===== config.mk =====
export PLATFORM = sky130hd
export DESIGN_NAME = keypad_scanner_flat
export DESIGN_NICKNAME = d
export VERILOG_FILES = /design/src/rtl/keypad_pkg.sv /design/src/rtl/keypad_scanner_if.sv /design/src/rtl/keypad_scanner_scan_tick_gen.sv /design/src/rtl/keypad_scanner.sv /design/src/flat_wrapper.sv
export SDC_FILE = /design/constraint.sdc
export NUM_CORES = 1
export LEC_CHECK = 0
export CAP_MARGIN = 40
export CELL_PAD_IN_SITES_DETAIL_PLACEMENT = 0
export CELL_PAD_IN_SITES_GLOBAL_PLACEMENT = 1
export CORE_MARGIN = 5
export CORE_UTILIZATION = 47
export DETAILED_ROUTE_END_ITERATION = 12
export PLACE_DENSITY = 0.78
export REMOVE_ABC_BUFFERS = 1
export SYNTH_ARGS = -nofsm -noshare
export SYNTH_HDL_FRONTEND = slang
export SYNTH_HIERARCHICAL = 1
export SYNTH_SLANG_ARGS = --single-unit

===== constraint.sdc =====
create_clock -name clk -period 2.85 [get_ports clk]
set_input_delay 0.57 -clock clk [delete_from_list [all_inputs] [get_ports clk]]
set_output_delay 0.57 -clock clk [all_outputs]
set_load 0.03 [all_outputs]

===== src/rtl/keypad_pkg.sv =====
// keypad_pkg: shared types, constants and helpers for the keypad scanner
// and for blocks that consume its output (e.g. the press classifier).
//   state_t           : scanner FSM states
//   ROW_IDLE          : all rows released / all columns idle pattern
//   ROW_FIRST         : row drive pattern after reset (row 0 low)
//   onehot_low_index  : {valid, idx[1:0]} for a 4-bit active-low pattern
//   rotate_row        : next row drive pattern (rotate left by one)
package keypad_pkg;

    typedef enum logic [1:0] {
        SCAN     = 2'd0,
        DEBOUNCE = 2'd1,
        PRESSED  = 2'd2,
        RELEASE  = 2'd3
    } state_t;

    localparam logic [3:0] ROW_IDLE  = 4'b1111;
    localparam logic [3:0] ROW_FIRST = 4'b1110;

    // valid only when exactly one bit is low
    function automatic logic [2:0] onehot_low_index(input logic [3:0] pat);
        logic [2:0] res;
        res = 3'b000;
        case (pat)
            4'b1110: res = 3'b100;
            4'b1101: res = 3'b101;
            4'b1011: res = 3'b110;
            4'b0111: res = 3'b111;
            default: res = 3'b000;
        endcase
        return res;
    endfunction

    function automatic logic [3:0] rotate_row(input logic [3:0] row);
        return {row[2:0], row[3]};
    endfunction

endpackage


===== src/rtl/keypad_scanner_if.sv =====
// keypad_scanner_if: keypad-side and key-output signals of the scanner.
//   col_in          : keypad columns, active-low, asynchronous
//   row_out         : row drive, active-low, one bit low
//   key_valid       : debounced key held
//   key_code        : {row_idx, col_idx} of the held key
//   key_press_pulse : one-clk strobe on key_valid rise
//                     (only with KEYPAD_PRESS_PULSE_EN defined)
// master = scanner side, slave = keypad/consumer side.
interface keypad_scanner_if;
    logic [3:0] col_in;
    logic [3:0] row_out;
    logic       key_valid;
    logic [3:0] key_code;
`ifdef KEYPAD_PRESS_PULSE_EN
    logic       key_press_pulse;

    modport master (input col_in, output row_out, output key_valid,
                    output key_code, output key_press_pulse);
    modport slave  (output col_in, input row_out, input key_valid,
                    input key_code, input key_press_pulse);
`else
    modport master (input col_in, output row_out, output key_valid,
                    output key_code);
    modport slave  (output col_in, input row_out, input key_valid,
                    input key_code);
`endif
endinterface


===== src/rtl/keypad_scanner_scan_tick_gen.sv =====
// scan_tick_gen: free-running divider producing a one-clk scan tick
// every CLK_DIV clk cycles (counter 0..CLK_DIV-1, tick at the top).
//   clk     : system clock
//   reset_n : asynchronous active-low reset
//   o_tick  : one-cycle strobe when the counter is at CLK_DIV-1
module scan_tick_gen #(
    parameter int CLK_DIV = 50000
) (
    input  logic clk,
    input  logic reset_n,
    output logic o_tick
);
    localparam int W = (CLK_DIV > 1) ? $clog2(CLK_DIV) : 1;
    localparam logic [W-1:0] LAST = W'(CLK_DIV - 1);

    logic [W-1:0] r_cnt;

    always_ff @(posedge clk or negedge reset_n) begin
        if (!reset_n)
            r_cnt <= '0;
        else if (r_cnt == LAST)
            r_cnt <= '0;
        else
            r_cnt <= r_cnt + W'(1);
    end

    assign o_tick = (r_cnt == LAST);

endmodule


===== src/rtl/keypad_scanner.sv =====
// keypad_scanner: scans a 4x4 active-low matrix keypad one row at a time,
// debounces press and release, and holds key_valid for the whole press.
//   clk     : system clock
//   reset_n : asynchronous active-low reset
//   kp      : keypad_scanner_if.master (col_in, row_out, key_valid,
//             key_code, and key_press_pulse when KEYPAD_PRESS_PULSE_EN)
// Parameters: CLK_DIV (clk per scan tick), DEBOUNCE_TICKS (samples to
// accept a press or release).
//
// state    | meaning
// SCAN     | rotating rows, looking for a single low column
// DEBOUNCE | row held, counting matching samples of the candidate
// PRESSED  | key accepted, key_valid high
// RELEASE  | row held, key_valid still high, counting non-matching samples
module keypad_scanner
    import keypad_pkg::*;
#(
    parameter int CLK_DIV        = 50000,
    parameter int DEBOUNCE_TICKS = 20
) (
    input  logic             clk,
    input  logic             reset_n,
    keypad_scanner_if.master kp
);
    localparam int DW = $clog2(DEBOUNCE_TICKS + 1);
    localparam logic [DW-1:0] DB_LAST = DW'(DEBOUNCE_TICKS);

    logic [3:0]    r_sync1, r_sync2;
    state_t        r_state, w_state_nx;
    logic [3:0]    r_row, w_row_nx;
    logic          r_valid, w_valid_nx;
    logic [3:0]    r_code, w_code_nx;
    logic [3:0]    r_cand, w_cand_nx;
    logic [DW-1:0] r_cnt, w_cnt_nx, w_cnt_inc;
    logic          w_tick;
    logic [2:0]    w_col_dec, w_row_dec;
    logic          w_match;

    scan_tick_gen #(.CLK_DIV(CLK_DIV)) u_tick (
        .clk     (clk),
        .reset_n (reset_n),
        .o_tick  (w_tick)
    );

    always_ff @(posedge clk or negedge reset_n) begin
        if (!reset_n) begin
            r_sync1 <= ROW_IDLE;
            r_sync2 <= ROW_IDLE;
        end else begin
            r_sync1 <= kp.col_in;
            r_sync2 <= r_sync1;
        end
    end

    assign w_col_dec = onehot_low_index(r_sync2);
    assign w_row_dec = onehot_low_index(r_row);
    // exact match: only the candidate column low on the held row
    assign w_match   = (r_sync2 == (ROW_IDLE & ~(4'b0001 << r_cand[1:0])));
    assign w_cnt_inc = r_cnt + DW'(1);

    always_ff @(posedge clk or negedge reset_n) begin
        if (!reset_n) begin
            r_state <= SCAN;
            r_row   <= ROW_FIRST;
            r_valid <= 1'b0;
            r_code  <= 4'h0;
            r_cand  <= 4'h0;
            r_cnt   <= '0;
        end else begin
            r_state <= w_state_nx;
            r_row   <= w_row_nx;
            r_valid <= w_valid_nx;
            r_code  <= w_code_nx;
            r_cand  <= w_cand_nx;
            r_cnt   <= w_cnt_nx;
        end
    end

    always_comb begin
        w_state_nx = r_state;
        w_row_nx   = r_row;
        w_valid_nx = r_valid;
        w_code_nx  = r_code;
        w_cand_nx  = r_cand;
        w_cnt_nx   = r_cnt;
        if (w_tick) begin
            case (r_state)
                SCAN: begin
                    if (w_col_dec[2] && w_row_dec[2]) begin
                        w_cand_nx = {w_row_dec[1:0], w_col_dec[1:0]};
                        // a single sample already satisfies a 1-tick debounce
                        if (DEBOUNCE_TICKS == 1) begin
                            w_valid_nx = 1'b1;
                            w_code_nx  = {w_row_dec[1:0], w_col_dec[1:0]};
                            w_cnt_nx   = '0;
                            w_state_nx = PRESSED;
                        end else begin
                            w_cnt_nx   = DW'(1);
                            w_state_nx = DEBOUNCE;
                        end
                    end else begin
                        w_row_nx = rotate_row(r_row);
                    end
                end
                DEBOUNCE: begin
                    if (w_match) begin
                        if (w_cnt_inc == DB_LAST) begin
                            w_valid_nx = 1'b1;
                            w_code_nx  = r_cand;
                            w_cnt_nx   = '0;
                            w_state_nx = PRESSED;
                        end else begin
                            w_cnt_nx = w_cnt_inc;
                        end
                    end else begin
                        w_row_nx   = rotate_row(r_row);
                        w_cnt_nx   = '0;
                        w_state_nx = SCAN;
                    end
                end
                PRESSED: begin
                    if (!w_match) begin
                        if (DEBOUNCE_TICKS == 1) begin
                            w_valid_nx = 1'b0;
                            w_row_nx   = rotate_row(r_row);
                            w_cnt_nx   = '0;
                            w_state_nx = SCAN;
                        end else begin
                            w_cnt_nx   = DW'(1);
                            w_state_nx = RELEASE;
                        end
                    end
                end
                RELEASE: begin
                    if (w_match) begin
                        w_cnt_nx   = '0;
                        w_state_nx = PRESSED;
                    end else if (w_cnt_inc == DB_LAST) begin
                        w_valid_nx = 1'b0;
                        w_row_nx   = rotate_row(r_row);
                        w_cnt_nx   = '0;
                        w_state_nx = SCAN;
                    end else begin
                        w_cnt_nx = w_cnt_inc;
                    end
                end
                default: begin
                    w_state_nx = SCAN;
                end
            endcase
        end
    end

    assign kp.row_out   = r_row;
    assign kp.key_valid = r_valid;
    assign kp.key_code  = r_code;

`ifdef KEYPAD_PRESS_PULSE_EN
    logic r_pulse;

    // RELEASE keeps key_valid high, so bounce recovery cannot retrigger
    always_ff @(posedge clk or negedge reset_n) begin
        if (!reset_n)
            r_pulse <= 1'b0;
        else
            r_pulse <= w_valid_nx & ~r_valid;
    end

    assign kp.key_press_pulse = r_pulse;
`endif

endmodule


===== src/flat_wrapper.sv =====
// flat-port wrapper written by rule: the top's interface ports become plain ports
module keypad_scanner_flat import keypad_pkg::*;
#(
    parameter int CLK_DIV        = 50000,
    parameter int DEBOUNCE_TICKS = 20
)
  (clk, reset_n, kp_col_in, kp_row_out, kp_key_valid, kp_key_code);
  keypad_scanner_if kp_i ();
  input  logic clk;
  input  logic reset_n;
  input wire logic [$bits(kp_i.col_in)-1:0] kp_col_in;
  output wire logic [$bits(kp_i.row_out)-1:0] kp_row_out;
  output wire logic [$bits(kp_i.key_valid)-1:0] kp_key_valid;
  output wire logic [$bits(kp_i.key_code)-1:0] kp_key_code;
  assign kp_i.col_in = kp_col_in;
  assign kp_row_out = kp_i.row_out;
  assign kp_key_valid = kp_i.key_valid;
  assign kp_key_code = kp_i.key_code;
  keypad_scanner #(.CLK_DIV(CLK_DIV), .DEBOUNCE_TICKS(DEBOUNCE_TICKS)) u_core (.clk(clk), .reset_n(reset_n), .kp(kp_i));
endmodule

==> run summary <==
* run status: finished, final reports clean
* number of distinct library cells after synthesis: 53
* crit path buf inv count: 1
* Min-Delay Path Class: in2async
* area used by sequential logic in the layout: 0.001115 mm²
* CTS clock-pin slew for the worst setup and hold paths: 0.09 ns
* synthesized flop and latch total: 44
* asr flop ratio synth: 1.000
* quantity of I/O buffers inserted on ports: 14
* Final Cycle Share: 0.8840
* number of rows created at floorplan: 25
* number of enable flip-flop cells after synthesis: 0
* proportion of layout cells with a drive suffix above 1: 0.2358
* sequential share of power: 0.611
* largest family of logic cells by synthesized area: simple AND/OR/NAND/NOR gates
* floorplan die width: 78.88 µm
* setup-violating endpoint count in the final report: 0
* Layout Nets: 220
* static leakage power: 1.079 nW
* quantity of gates resized following cts: 0
* Startpoint Class: flop
* Syn Area/Cell: 11.55 µm²
* peak supply drop: 0.0003059 V
* setup repair after global routing missed its margin: false
* total net switching power: 0.2290 mW
* crit end category: flop
* final hold viol count: 0
* highest-delay cell along the critical path: dfrtp_1
* highest fanout seen on the critical path: 12
* CP arrival: 2.71 ns
* cell breakdown of the critical path: ha_1, and3_1, and4_1, nand2_1, inv_1, a22o_2, a32oi_4, mux2_2
* parity-gate share of the synthesized area counting xor and xnor cells: 0.06285
* final routed DRC violation total: 0
* number of global-route vias before repair: 1536
* multiplexer share of the synthesized area: 0.07464
* number of sinks driven by the clock tree: 44
* combinational share of power: 0.030
* synthesized-area fraction occupied by adder cells: 0.01684
* final weighted congestion in routability-driven placement: 0.8536
* highest clock rate: 396.9 MHz
* sequential share of the synthesized area: 0.5000
* Reg2Reg Capture Point: u_core/kp.row_out[0]$_DFFE_PN0P_
* deepest level of the CTS H-tree: 2
* Mapped Cells: 193
* number of warnings reported in the yosys synthesis log: 6
* HPWL after detailed placement: 3004 µm
* Slew @ Worst Pin: 0.5823 ns
* power per unit of standard cell area: 417.2 mW/mm²
* internal power summed over all cells: 0.8187 mW
* Post-CTS Setup Repair Bufs: 0
* minimum hold slack: 0.1808 ns
* final instance count without filler cells: 266
* via count: 1546
* critical path's top delay family: simple AND/OR/NAND/NOR gates
* mapped cell area: 0.002230 mm²
* count of TritonRoute iterations in the first routing pass: 4
* wire per inst: 15.21 µm
* Iter 0 DRT Violations: 97
* fillcell total: 409
* ant diodes: 0
* Compound-Gate Fraction of Synth Area: 0.1268
* overall power of the completed layout: 1.048 mW
* number of placed cells counting well taps: 258
* clock period minus final worst setup slack: 2.519 ns
* Fin Clk Skew: 0.01271 ns
* max-slew violation total from the final report: 0
* Total Die Area: 0.006221 mm²
* core occupancy in the finished layout: 0.5388
* placeable core region: 0.004661 mm²
* number of hold-repair buffers added at the cts stage: 0
* detailed-route vias per instance: 5.812
* Max Buffers Root-to-Sink: 2
* area growth from synthesis to final layout: 12.63%
* antenna violations before repair: 0
* clock tree from TritonCTS: yes
* number of max-cap violations: 0
* Net Sw Frac: 0.2185
* later-pin clock latency in the skew report: 0.30 ns
* overall track demand over capacity in global routing: 0.1450
* overall routed net length: 4045 µm
* worst slew margin relative to its limit: 0.6109
* multi-input logic area: 0.001052 mm²
* number of cell instances on the worst register-to-register path: 8
* cell chosen for the clock root: clkbuf_8
* total clock buffers created by CTS: 5
* critical path class: reg2reg
* predominant post-synthesis flop cell: dfrtp_1
* reg-to-reg setup timing slack: 0.33 ns
* overall overflow remaining after global route: 0
* Post-DRT Antenna Nets: 0
* initial cell density of the core: 0.4784
* critical register-to-register path startpoint: u_core/u_tick/r_cnt[0]$_DFF_PN0_
* Die Y: 78.88 µm
* share of power burned in the clock network: 0.359
* Worst EP required: 3.04 ns
* crit-path max cell delay: 0.42 ns
* first-pass GRT wire length: 7093 µm
* count of boundary I/O pins: 15
* largest net degree at the start of global routing: 30
* TNS Setup: 0 ns
* simple-gate portion of the synthesized area: 0.1908
cell families (layout without fill, tap and decap cells):
logic type,count (synthesis),after routing
AO/OA/AOI/OAI,32,32
XOR/XNOR,16,16
adder cells (fa/ha/maj),3,3
buffers and inverters,13,32
flip-flops,44,44
multiplexers,15,15
AND/OR/NAND/NOR,70,70
synthesized netlist by cell type, drive strengths merged (2+ instances only):
master	instances	area, µm²
o2111ai	3	26.28
nor2b	2	12.51
o221ai	2	17.52
nand3b	3	22.52
dfstp	11	289.0
buf	4	28.78
nor2	13	48.80
and2	4	27.53
nand4	3	18.77
nor3	3	15.01
nand4b	3	26.28
a2bb2oi	2	17.52
nand2b	2	12.51
o21ai	4	23.77
ha	3	37.54
mux2	13	146.4
and4	5	46.29
xnor2	4	35.03
nand2	9	36.29
inv	9	33.78
a21oi	9	56.31
xor2	12	105.1
o22ai	2	12.51
dfrtp	33	825.8
nand3	8	40.04
and3	6	41.29
a31o	2	17.52
mux2i	2	20.02
power groups by stage:
stage | Combinational [mW] | Sequential, mW | Clock, mW
floorplan | 0.00929 | 0.650 | 0
detailed placement | 0.0326 | 0.652 | 0
CTS | 0.0328 | 0.640 | 0.397
global placement | 0.0281 | 0.651 | 0
finish | 0.0312 | 0.640 | 0.376
global route | 0.0359 | 0.641 | 0.427
worst max path at each step:
stage,start,endpoint,slack (ns),depth (start not counted)
6_report,u_core/u_tick/r_cnt[0]$_DFF_PN0_,u_core/kp.row_out[0]$_DFFE_PN0P_,0.33,8
5_1_grt,u_core/u_tick/r_cnt[0]$_DFF_PN0_,u_core/kp.row_out[0]$_DFFE_PN0P_,0.21,8
3_5_place_dp,u_core/u_tick/r_cnt[0]$_DFF_PN0_,u_core/kp.row_out[0]$_DFFE_PN0P_,0.35,8
4_1_cts,u_core/u_tick/r_cnt[0]$_DFF_PN0_,u_core/kp.row_out[0]$_DFFE_PN0P_,0.34,8
3_3_place_gp,u_core/u_tick/r_cnt[0]$_DFF_PN0_,u_core/kp.row_out[0]$_DFFE_PN0P_,0.41,8
2_1_floorplan,u_core/u_tick/r_cnt[0]$_DFF_PN0_,u_core/kp.row_out[0]$_DFFE_PN0P_,0.56,8
routing by layer:
layer  vias up  GRT usage  share of wire
li1        737          -              -
met1       786     0.1713           0.45
met2        18     0.2530           0.51
met3         5    0.03968          0.028
met4         0    0.05155          0.011
met5         -          0              0
flip-flops by register name (all words and copies together), names as in the netlist, named ones only:
| signal | count |
|---|---|
| u_core/r_state | 1 |
| u_core/kp.row_out | 4 |
| u_core/kp.key_code | 4 |
| u_core/r_cnt | 5 |
| u_core/r_cand | 4 |
| u_core/r_sync1 | 4 |
| u_core/r_sync2 | 4 |
| u_core/kp.key_valid | 1 |
| u_core/u_tick/r_cnt | 16 |
metrics by stage:
step	worst slack, ns	instance area, µm²
after CTS	0.3392	2511
after floorplan	0.5611	2201
after detailed placement	0.3496	2424
after global placement	0.4147	2404
final	0.3305	2511
after global routing	0.2135	2511
layout by cell type (no fill, tap or decap), types with 4 or more instances in the layout:
cell	n
xnor2_1	4
nor2_1	13
dfstp_2	11
and4_1	4
clkbuf_8	5
dfrtp_1	33
clkdlybuf4s50_1	13
nand2_1	8
mux2_2	13
inv_1	9
xor2_1	12
a21oi_1	8
nand3_1	8
final cells by class:
type	count	share of cell area
Inverter	9	0.01345
Clock buffer	5	0.02740
Sequential cell	44	0.4439
Clock inverter	3	0.007474
Timing Repair Buffer	15	0.06178
Tap cell	54	0.02691
Multi-Input combinational cell	136	0.4190
worst register-to-register path, cell delays in order, from the launching register on:
cell	delay, ns
dfrtp_1	0.42
ha_1	0.23
and3_1	0.25
and4_1	0.31
nand2_1	0.17
inv_1	0.09
a22o_2	0.32
a32oi_4	0.26
mux2_2	0.37
No activity file was read; power rests on OpenSTA's default activity.
